--- config.mk ---
export PLATFORM = sky130hd
export DESIGN_NAME = draw_card
export DESIGN_NICKNAME = d
export VERILOG_FILES = /design/src/rtl/draw_card.sv
export SDC_FILE = /design/constraint.sdc
export NUM_CORES = 1
export LEC_CHECK = 0
export CAP_MARGIN = 20
export CORE_MARGIN = 1
export CORE_UTILIZATION = 56
export DETAILED_ROUTE_END_ITERATION = 8
export GPL_ROUTABILITY_DRIVEN = 0
export PLACE_DENSITY = 0.85
export REMOVE_ABC_BUFFERS = 1
export SYNTH_ARGS = -nofsm -noshare
export SYNTH_HDL_FRONTEND = slang
export SYNTH_SLANG_ARGS = --single-unit
--- constraint.sdc ---
create_clock -name clk -period 6 [get_ports clk]
set_input_delay 1.2 -clock clk [delete_from_list [all_inputs] [get_ports clk]]
set_output_delay 1.2 -clock clk [all_outputs]
set_load 0.01 [all_outputs]
--- src/rtl/draw_card.sv ---
// Card overlay for the VGA chain: ROM addressing, keyed compositing
// and a frame-synchronous left-to-right flip wipe.
module draw_card #(
  parameter int          IMG_W    = 48,
  parameter int          IMG_H    = 64,
  parameter logic [11:0] BACK_RGB = 12'h35A,
  parameter logic [11:0] KEY_RGB  = 12'hF0F,
  parameter int          STEP     = 4
) (
  input  logic        clk,
  input  logic        rst_n,
  input  logic [10:0] hcount_in,
  input  logic        hsync_in,
  input  logic        hblnk_in,
  input  logic [10:0] vcount_in,
  input  logic        vsync_in,
  input  logic        vblnk_in,
  input  logic [11:0] rgb_in,
  input  logic [10:0] xpos,
  input  logic [10:0] ypos,
  input  logic        reveal,
  output logic [11:0] rom_addr,
  input  logic [11:0] rom_rgb,
  output logic [10:0] hcount_out,
  output logic        hsync_out,
  output logic        hblnk_out,
  output logic [10:0] vcount_out,
  output logic        vsync_out,
  output logic        vblnk_out,
  output logic [11:0] rgb_out,
  output logic        busy
);

  localparam logic [1:0] HIDDEN  = 2'd0;
  localparam logic [1:0] OPENING = 2'd1;
  localparam logic [1:0] SHOWN   = 2'd2;
  localparam logic [1:0] CLOSING = 2'd3;

  localparam logic [7:0] WMAX  = 8'(IMG_W);
  localparam logic [7:0] WSTEP = 8'(STEP);

  typedef struct packed {
    logic [10:0] hc;
    logic        hs;
    logic        hb;
    logic [10:0] vc;
    logic        vs;
    logic        vb;
    logic [11:0] rgb;
  } tm_t;

  logic        vb_q;
  logic        fs;
  logic [1:0]  st, st_nxt;
  logic [6:0]  w, w_nxt;
  logic [7:0]  w_up;
  logic [10:0] xl, yl;

  assign fs   = vblnk_in & ~vb_q;
  assign w_up = {1'b0, w} + WSTEP;

  always_comb begin
    st_nxt = st;
    w_nxt  = w;
    case (st)
      HIDDEN: begin
        if (reveal) st_nxt = OPENING;
      end
      OPENING: begin
        if (!reveal) begin
          st_nxt = CLOSING;
        end else if (w_up >= WMAX) begin
          w_nxt  = WMAX[6:0];
          st_nxt = SHOWN;
        end else begin
          w_nxt = w_up[6:0];
        end
      end
      SHOWN: begin
        if (!reveal) st_nxt = CLOSING;
      end
      default: begin
        if (reveal) begin
          st_nxt = OPENING;
        end else if ({1'b0, w} <= WSTEP) begin
          w_nxt  = '0;
          st_nxt = HIDDEN;
        end else begin
          w_nxt = w - WSTEP[6:0];
        end
      end
    endcase
  end

  always_ff @(posedge clk or negedge rst_n) begin
    if (!rst_n) begin
      vb_q <= 1'b0;
      st   <= HIDDEN;
      w    <= '0;
      xl   <= '0;
      yl   <= '0;
      busy <= 1'b0;
    end else begin
      vb_q <= vblnk_in;
      if (fs) begin
        st   <= st_nxt;
        w    <= w_nxt;
        xl   <= xpos;
        yl   <= ypos;
        busy <= (st_nxt == OPENING) || (st_nxt == CLOSING);
      end
    end
  end

  // 12-bit compares so a card near the right edge never wraps to x=0
  tm_t        t0, t1, t2;
  logic [11:0] hx, vx, x0, y0;
  logic        in_r, in1, in2;
  logic [5:0]  lx, ly, lx1, lx2;
  logic [11:0] pix;

  assign t0 = {hcount_in, hsync_in, hblnk_in,
               vcount_in, vsync_in, vblnk_in, rgb_in};
  assign hx = {1'b0, hcount_in};
  assign vx = {1'b0, vcount_in};
  assign x0 = {1'b0, xl};
  assign y0 = {1'b0, yl};
  assign in_r = (hx >= x0) && (hx < x0 + 12'(IMG_W)) &&
                (vx >= y0) && (vx < y0 + 12'(IMG_H));
  assign lx = hcount_in[5:0] - xl[5:0];
  assign ly = vcount_in[5:0] - yl[5:0];

  always_comb begin
    pix = rom_rgb;
    if (t2.hb || t2.vb)
      pix = 12'h000;
    else if (!in2)
      pix = t2.rgb;
    else if ({1'b0, lx2} >= w)
      pix = BACK_RGB;
    else if (rom_rgb == KEY_RGB)
      pix = t2.rgb;
  end

  always_ff @(posedge clk or negedge rst_n) begin
    if (!rst_n) begin
      t1         <= '0;
      t2         <= '0;
      in1        <= 1'b0;
      in2        <= 1'b0;
      lx1        <= '0;
      lx2        <= '0;
      rom_addr   <= '0;
      hcount_out <= '0;
      hsync_out  <= 1'b0;
      hblnk_out  <= 1'b0;
      vcount_out <= '0;
      vsync_out  <= 1'b0;
      vblnk_out  <= 1'b0;
      rgb_out    <= '0;
    end else begin
      t1         <= t0;
      in1        <= in_r;
      lx1        <= lx;
      rom_addr   <= in_r ? {ly, lx} : 12'h000;
      t2         <= t1;
      in2        <= in1;
      lx2        <= lx1;
      hcount_out <= t2.hc;
      hsync_out  <= t2.hs;
      hblnk_out  <= t2.hb;
      vcount_out <= t2.vc;
      vsync_out  <= t2.vs;
      vblnk_out  <= t2.vb;
      rgb_out    <= pix;
    end
  end

endmodule
==> results of run 1 <==
-- sequential cells by signal (all words and copies together) (netlist names), 2 cells and up --
register,count
t1,38
t2,38
rgb_out,12
rom_addr,12
hcount_out,11
vcount_out,11
xl,11
yl,11
w,5
lx1,4
lx2,4
st,2
-- logic make-up after synthesis --
kind of cell | count (synthesis) | share of synthesized area, %
compound gates | 110 | 11.4
flops | 165 | 62.1
buf+inv | 53 | 3.41
simple gates | 136 | 11.8
xor+xnor | 13 | 1.71
mux | 5 | 0.791
fa+ha+maj | 45 | 8.70
-- cell usage in the layout, fill, tap and decap left out, drive strengths merged, types with 4 or more instances in the layout --
cell type      Yosys  layout
clkdlybuf4s50      0     124
ha                43      43
and3               4       4
xnor2             10      10
buf                8       4
a221oi             4       4
a21oi             23      23
o21ai             37      37
nand3             15      15
nand2             42      42
a31oi              5       5
a21o               7       7
or3                4       4
dfrtp            165     165
o22ai              6       6
clkinv             0       5
nor2              20      20
nand2b             9       9
inv               37      37
o311ai             4       4
nor4              12      12
nor2b             13      13
clkbuf             8      22
-- stage by stage --
| step | util, % | worst slack (ns) |
|---|---|---|
| final | 75.2 | 2.73 |
| after global placement | 69.8 | 2.40 |
| after global routing | 75.2 | 2.60 |
| after floorplan | - | 3.02 |
| after detailed placement | 69.8 | 2.33 |
| after CTS | 74.9 | 2.72 |
-- critical path, cell delays in order --
cell	delay (ns)
clkdlybuf4s50_1	0.49
ha_1	0.42
a21o_1	0.20
a221oi_2	0.26
o21ai_2	0.11
a221oi_4	0.71
nor4_1	0.14
-- worst min-delay path by stage --
| stage | slack [ns] | start | to |
|---|---|---|---|
| 2_1_floorplan | 0.33 | t2[27] | hcount_out[0] |
| 3_3_place_gp | 0.33 | t1[26] | t2[26] |
| 3_5_place_dp | 0.33 | t2[26] | hsync_out |
| 4_1_cts | 0.35 | t2[26] | hsync_out |
| 5_1_grt | 0.35 | t2[19] | vcount_out[5] |
| 6_report | 0.34 | t1[7] | t2[7] |
-- layer usage --
metal / up-vias / track usage [%] / share of wire (%) / wire length, µm
met3: 15 / 7.76 / 4.9 / 673
met2: 118 / 42.5 / 53 / 7260
met4: 0 / 6.04 / 0.94 / 129
met1: 2237 / 27.7 / 41 / 5660
met5: - / 0 / 0 / 0
li1: 2094 / - / - / -
-- cells in the mapped netlist (all sizes together) (2+ instances only) --
library cell / number
nor3: 3
a221oi: 4
nand2: 42
nor3b: 2
nand3: 15
inv: 37
and3: 4
nand4: 2
xnor2: 10
and4b: 2
xor2: 3
mux2i: 3
nor4b: 2
o21ai: 37
a31oi: 5
o311ai: 4
a211o: 2
a21oi: 23
a21o: 7
o211ai: 3
nand2b: 9
o21a: 2
clkbuf: 8
ha: 43
a211oi: 3
fa: 2
dfrtp: 165
or3: 4
buf: 8
or2: 2
nor2: 20
o22ai: 6
mux2: 2
nor2b: 13
nor4: 12
-- layout make-up --
class / count / area (µm²)
Clock buffer: 22 / 454
Sequential cell: 165 / 4130
Tap cell: 143 / 179
Timing Repair Buffer: 128 / 1290
Inverter: 37 / 139
Clock inverter: 10 / 130
Fill cell: 734 / 2850
Multi-Input combinational cell: 309 / 2290
-- report_power, final --
part           internal [µW]  switching (µW)
clock network            661             405
logic                    296             370
registers               1220            72.5
==> flow_metrics.tcl, run 1 <==
set metrics [dict create \
    core_mm2 0.0115 \
    irDropWorstVdd_mv 0.303 \
    crit_type "in2reg" \
    r2r-end "in1" \
    nNetsFinal 778 \
    yosysTopAreaCell "dfrtp_1" \
    synth_edf_count 0 \
    start_kind "input pin" \
    initial_utilization_pct 57.9 \
    holdBufCountCts 0 \
    grt_pass1_wl_mm 22.7 \
    grt_pass1_vias 4636 \
    syn_area_mm2 0.00665 \
    cts_tree "done" \
    placed_area_mm2 0.00801 \
    wirelength_mm 13.7 \
    synth_top_area_share_pct 62.1 \
    floorplan.io_pins 126 \
    hp-class "reg2reg" \
    areaGrowthSynthToFinish_pct 29.7 \
    port_buffers 125 \
    worst_pin_slew_ns 0.977 \
    synthCells 527 \
    die_area_mm2 0.0123 \
    via_count 4464 \
    h-tree-depth 4 \
    ctsResizeCount 0 \
    syn_avg_cell_area_um2 12.6 \
    p_total_uw 3020 \
    drive_gt1_share_pct 8.79 \
    whs_ns 0.345 \
    routed_via_density 5.48 \
    maxSlewViolCount 0 \
    synthTopCellsByArea "dfrtp_1 (62%), ha_1 (8.1%), o21ai_0 (2.4%), nand2_1 (2.4%), inv_1 (2.1%)" \
    status "finished clean" \
    cts_made_buffers 17 \
    clock-sinks 165 \
    setup_viol 0 \
    post-route-period-util_pct 54.5 \
    die_w_um 111 \
    yosysWarnings 0 \
    dp_hpwl_mm 9.47 \
    worstSetupStartpoint "hcount_in[4]" \
    fin_crit_ns 3.27 \
    crit_path_end_kind "register" \
    final_area_mm2 0.00862 \
    crit_fanout 13 \
    antenna_found_initial 0 \
    route.antenna.remaining_nets 0 \
    synth_top_flop_cell "dfrtp_1" \
    rsz0062_at_grt "false" \
    max_slew_margin_pct 34.6 \
    clk_latency_ns 0.41 \
    rrSetupSlack_ns 3.24 \
    rr_worst_depth 10 \
    wl_per_cell_um 16.9 \
    ys_types 69 \
    die_y_um 111 \
    drt-pass1-iter-count 5 \
    worstReg2RegStart "xl[4]" \
    leakagePower_uw 0.00386 \
    grt_max_degree 120 \
    num_rows 39 \
    drc 0 \
    synth.ff_latch_count 165 \
    finalClockSkew_ns 0.00595 \
    async_flop_share_pct 100 \
    worstPathArrival_ns 3.53 \
    final_hold_viol_count 0 \
    ys_seq_area_share_pct 62.1 \
    grtUsageTotal_pct 23.9 \
    power_density_mw_per_mm2 351 \
    antenna_cells 0 \
    cts_root_buf "clkbuf_16" \
    final_cells 814 \
    initialDrtViolationCount 238 \
    hold_depth 0 \
    maxClockFrequency_ghz 0.306 \
    cap_violations 0 \
    endpoint "rom_addr[11]" \
    tns_ns 0 \
    dp.cells 781 \
    postCtsSetupRepairBufs 0 \
    clock_path_buffers 2 \
    grt-ovfl-total 0 \
    critPathRequiredTime_ns 6.26 \
    clk_pin_slew_ns 0.06 \
]
Note: power is estimated with default switching activity, not from simulation.
==> run 2: changes to the inputs <==
CORE_UTILIZATION = 52   (was 56)
PLACE_DENSITY = 0.8   (was 0.85)
clock period = 3.2 ns   (was 6 ns; I/O delays follow)
==> flow_metrics.tcl, run 2 (synthesized netlist as in run 1, its figures left out) <==
set metrics [dict create \
    status "finished clean" \
    crit_chain "inv_1 > ha_1 > nor3_1 > nand3_1 > xnor2_1 > ha_1 > nand3_1 > a31oi_1 > o21ai_1 > o21ai_0 > nor4_1" \
    rr_worst_depth 11 \
    nNetsFinal 783 \
    worst_pin_slew_ns 0.835 \
    rrSetupSlack_ns 0.49 \
    cap_violations 0 \
    fin_crit_ns 2.71 \
    areaGrowthSynthToFinish_pct 31.8 \
    clk_pin_slew_ns 0.06 \
    ctsResizeCount 0 \
    start_kind "register" \
    die_y_um 115 \
    drive_gt1_share_pct 10.1 \
    antenna_found_initial 0 \
    initialDrtViolationCount 288 \
    num_rows 40 \
    initial_utilization_pct 54.4 \
    cts_made_buffers 17 \
    r2r-end "rom_addr[11]" \
    crit_type "reg2reg" \
    floorplan.io_pins 126 \
    rsz0062_at_grt "false" \
    clk_latency_ns 0.42 \
    crit_path_end_kind "register" \
    wirelength_mm 13.3 \
    worstReg2RegStart "xl[4]" \
    route.antenna.remaining_nets 0 \
    path_buf_inv 1 \
    antenna_cells 0 \
    clock-sinks 165 \
    dp_hpwl_mm 9.35 \
    h-tree-depth 4 \
    tns_ns 0 \
    maxSlewViolCount 0 \
    grtUsageTotal_pct 21.9 \
    reg_top3 "t1 x38, t2 x38" \
    die_w_um 115 \
    finalClockSkew_ns 0.00598 \
    mostFrequentLayoutCells "dfrtp_1 (165), clkdlybuf4s50_1 (124), ha_1 (43)" \
    grt_pass1_vias 4473 \
    clock_path_buffers 2 \
    power_density_mw_per_mm2 673 \
    hp-class "in2async" \
    grt_pass1_wl_mm 21.7 \
    irDropWorstVdd_mv 0.388 \
    final_hold_viol_count 0 \
    postCtsSetupRepairBufs 0 \
    fillers 862 \
    critPathTopFamily "compound AO/OA/AOI/OAI gates" \
    crit_fanout 13 \
    leakagePower_uw 0.00391 \
    via_count 4424 \
    routed_via_density 5.24 \
    port_buffers 125 \
    cts_tree "done" \
    fin_util_pct 71.7 \
    worstPathArrival_ns 3.04 \
    die_area_mm2 0.0132 \
    mostFrequentLayoutCell "dfrtp_1" \
    maxClockFrequency_ghz 0.369 \
    grt-ovfl-total 0 \
    worstSetupStartpoint "xl[4]" \
    crit_path_top_delay_cell "o21ai_1" \
    wl_per_cell_um 15.8 \
    holdBufCountCts 0 \
    critPathRequiredTime_ns 3.52 \
    drc 0 \
    core_mm2 0.0122 \
    grt_max_degree 77 \
    cp.depth 11 \
    drt-pass1-iter-count 6 \
    post-route-period-util_pct 84.7 \
    cts_root_buf "clkbuf_16" \
    cp_slowest_stage_delay_ns 0.47 \
    max_slew_margin_pct 44.0 \
    endpoint "rom_addr[11]" \
    setup_viol 0 \
]
## run 2: cell types whose count changed in the layout (fill, tap and decap cells not counted)
cell,previous run,this run
clkbuf_1,4,0
bufinv_16,3,5
clkinv_2,5,1
clkinv_4,0,4
buf_12,0,1
inv_6,0,2
buf_16,1,0
buf_4,2,7
## run 2: final cells by class
cell class / instances / area [µm²] / area share [%]
repair buffers: 133 / 1330 / 15.1
inverters: 37 / 139 / 1.59
clock buffers: 18 / 439 / 5.01
well taps: 168 / 210 / 2.40
multi-input cells: 309 / 2290 / 26.2
flip-flops and latches: 165 / 4130 / 47.1
clock inverters: 14 / 223 / 2.54
## run 2: where the power goes
| part | internal, µW | leakage, µW | total (µW) | switching [µW] |
|---|---|---|---|---|
| Combinational | 562 | 0.00161 | 1250 | 685 |
| Clock | 1410 | 0.000317 | 2240 | 823 |
| Sequential | 2280 | 0.00199 | 2410 | 131 |
| Total | 4260 | 0.00391 | 5900 | 1640 |
## run 2: stage by stage
| stage | setup slack [ns] | total power, µW | hold slack, ns | instances | area, µm² |
|---|---|---|---|---|---|
| 2_1_floorplan | 0.779 | 3210 | 0.331 | 511 | 6560 |
| 3_3_place_gp | 0.288 | 3620 | 0.332 | 812 | 8100 |
| 3_5_place_dp | 0.211 | 3680 | 0.335 | 812 | 8100 |
| 4_1_cts | 0.473 | 5940 | 0.175 | 844 | 8760 |
| 5_1_grt | 0.122 | 6210 | 0.189 | 844 | 8760 |
| 6_report | 0.489 | 5900 | 0.159 | 844 | 8760 |
## run 2: worst min path at each step
stage           start            end  slack (ns)  cells past startpoint
6_report        rst_n          st[0]        0.16                      1
3_5_place_dp   t1[10]         t2[10]        0.33                      0
4_1_cts         rst_n         lx2[3]        0.18                      1
2_1_floorplan  t2[27]  hcount_out[0]        0.33                      0
5_1_grt         rst_n         t2[12]        0.19                      1
3_3_place_gp   t1[13]         t2[13]        0.33                      0
## run 2: layer usage
layer	wire length (µm)	track usage [%]	part of all wire (%)
met5	0	0	0
met4	246	9.18	1.8
met3	770	7.96	5.8
met2	6630	35.5	50
met1	5680	26.7	43
## run 2: worst reg2reg max path, delay by kind of cell, from the launching register on
family | cells | cell delay (ns)
flops | 1 | 0.40
xor+xnor | 1 | 0.16
simple gates | 4 | 0.71
compound gates | 3 | 0.72
buf+inv | 1 | 0.10
fa+ha+maj | 2 | 0.52
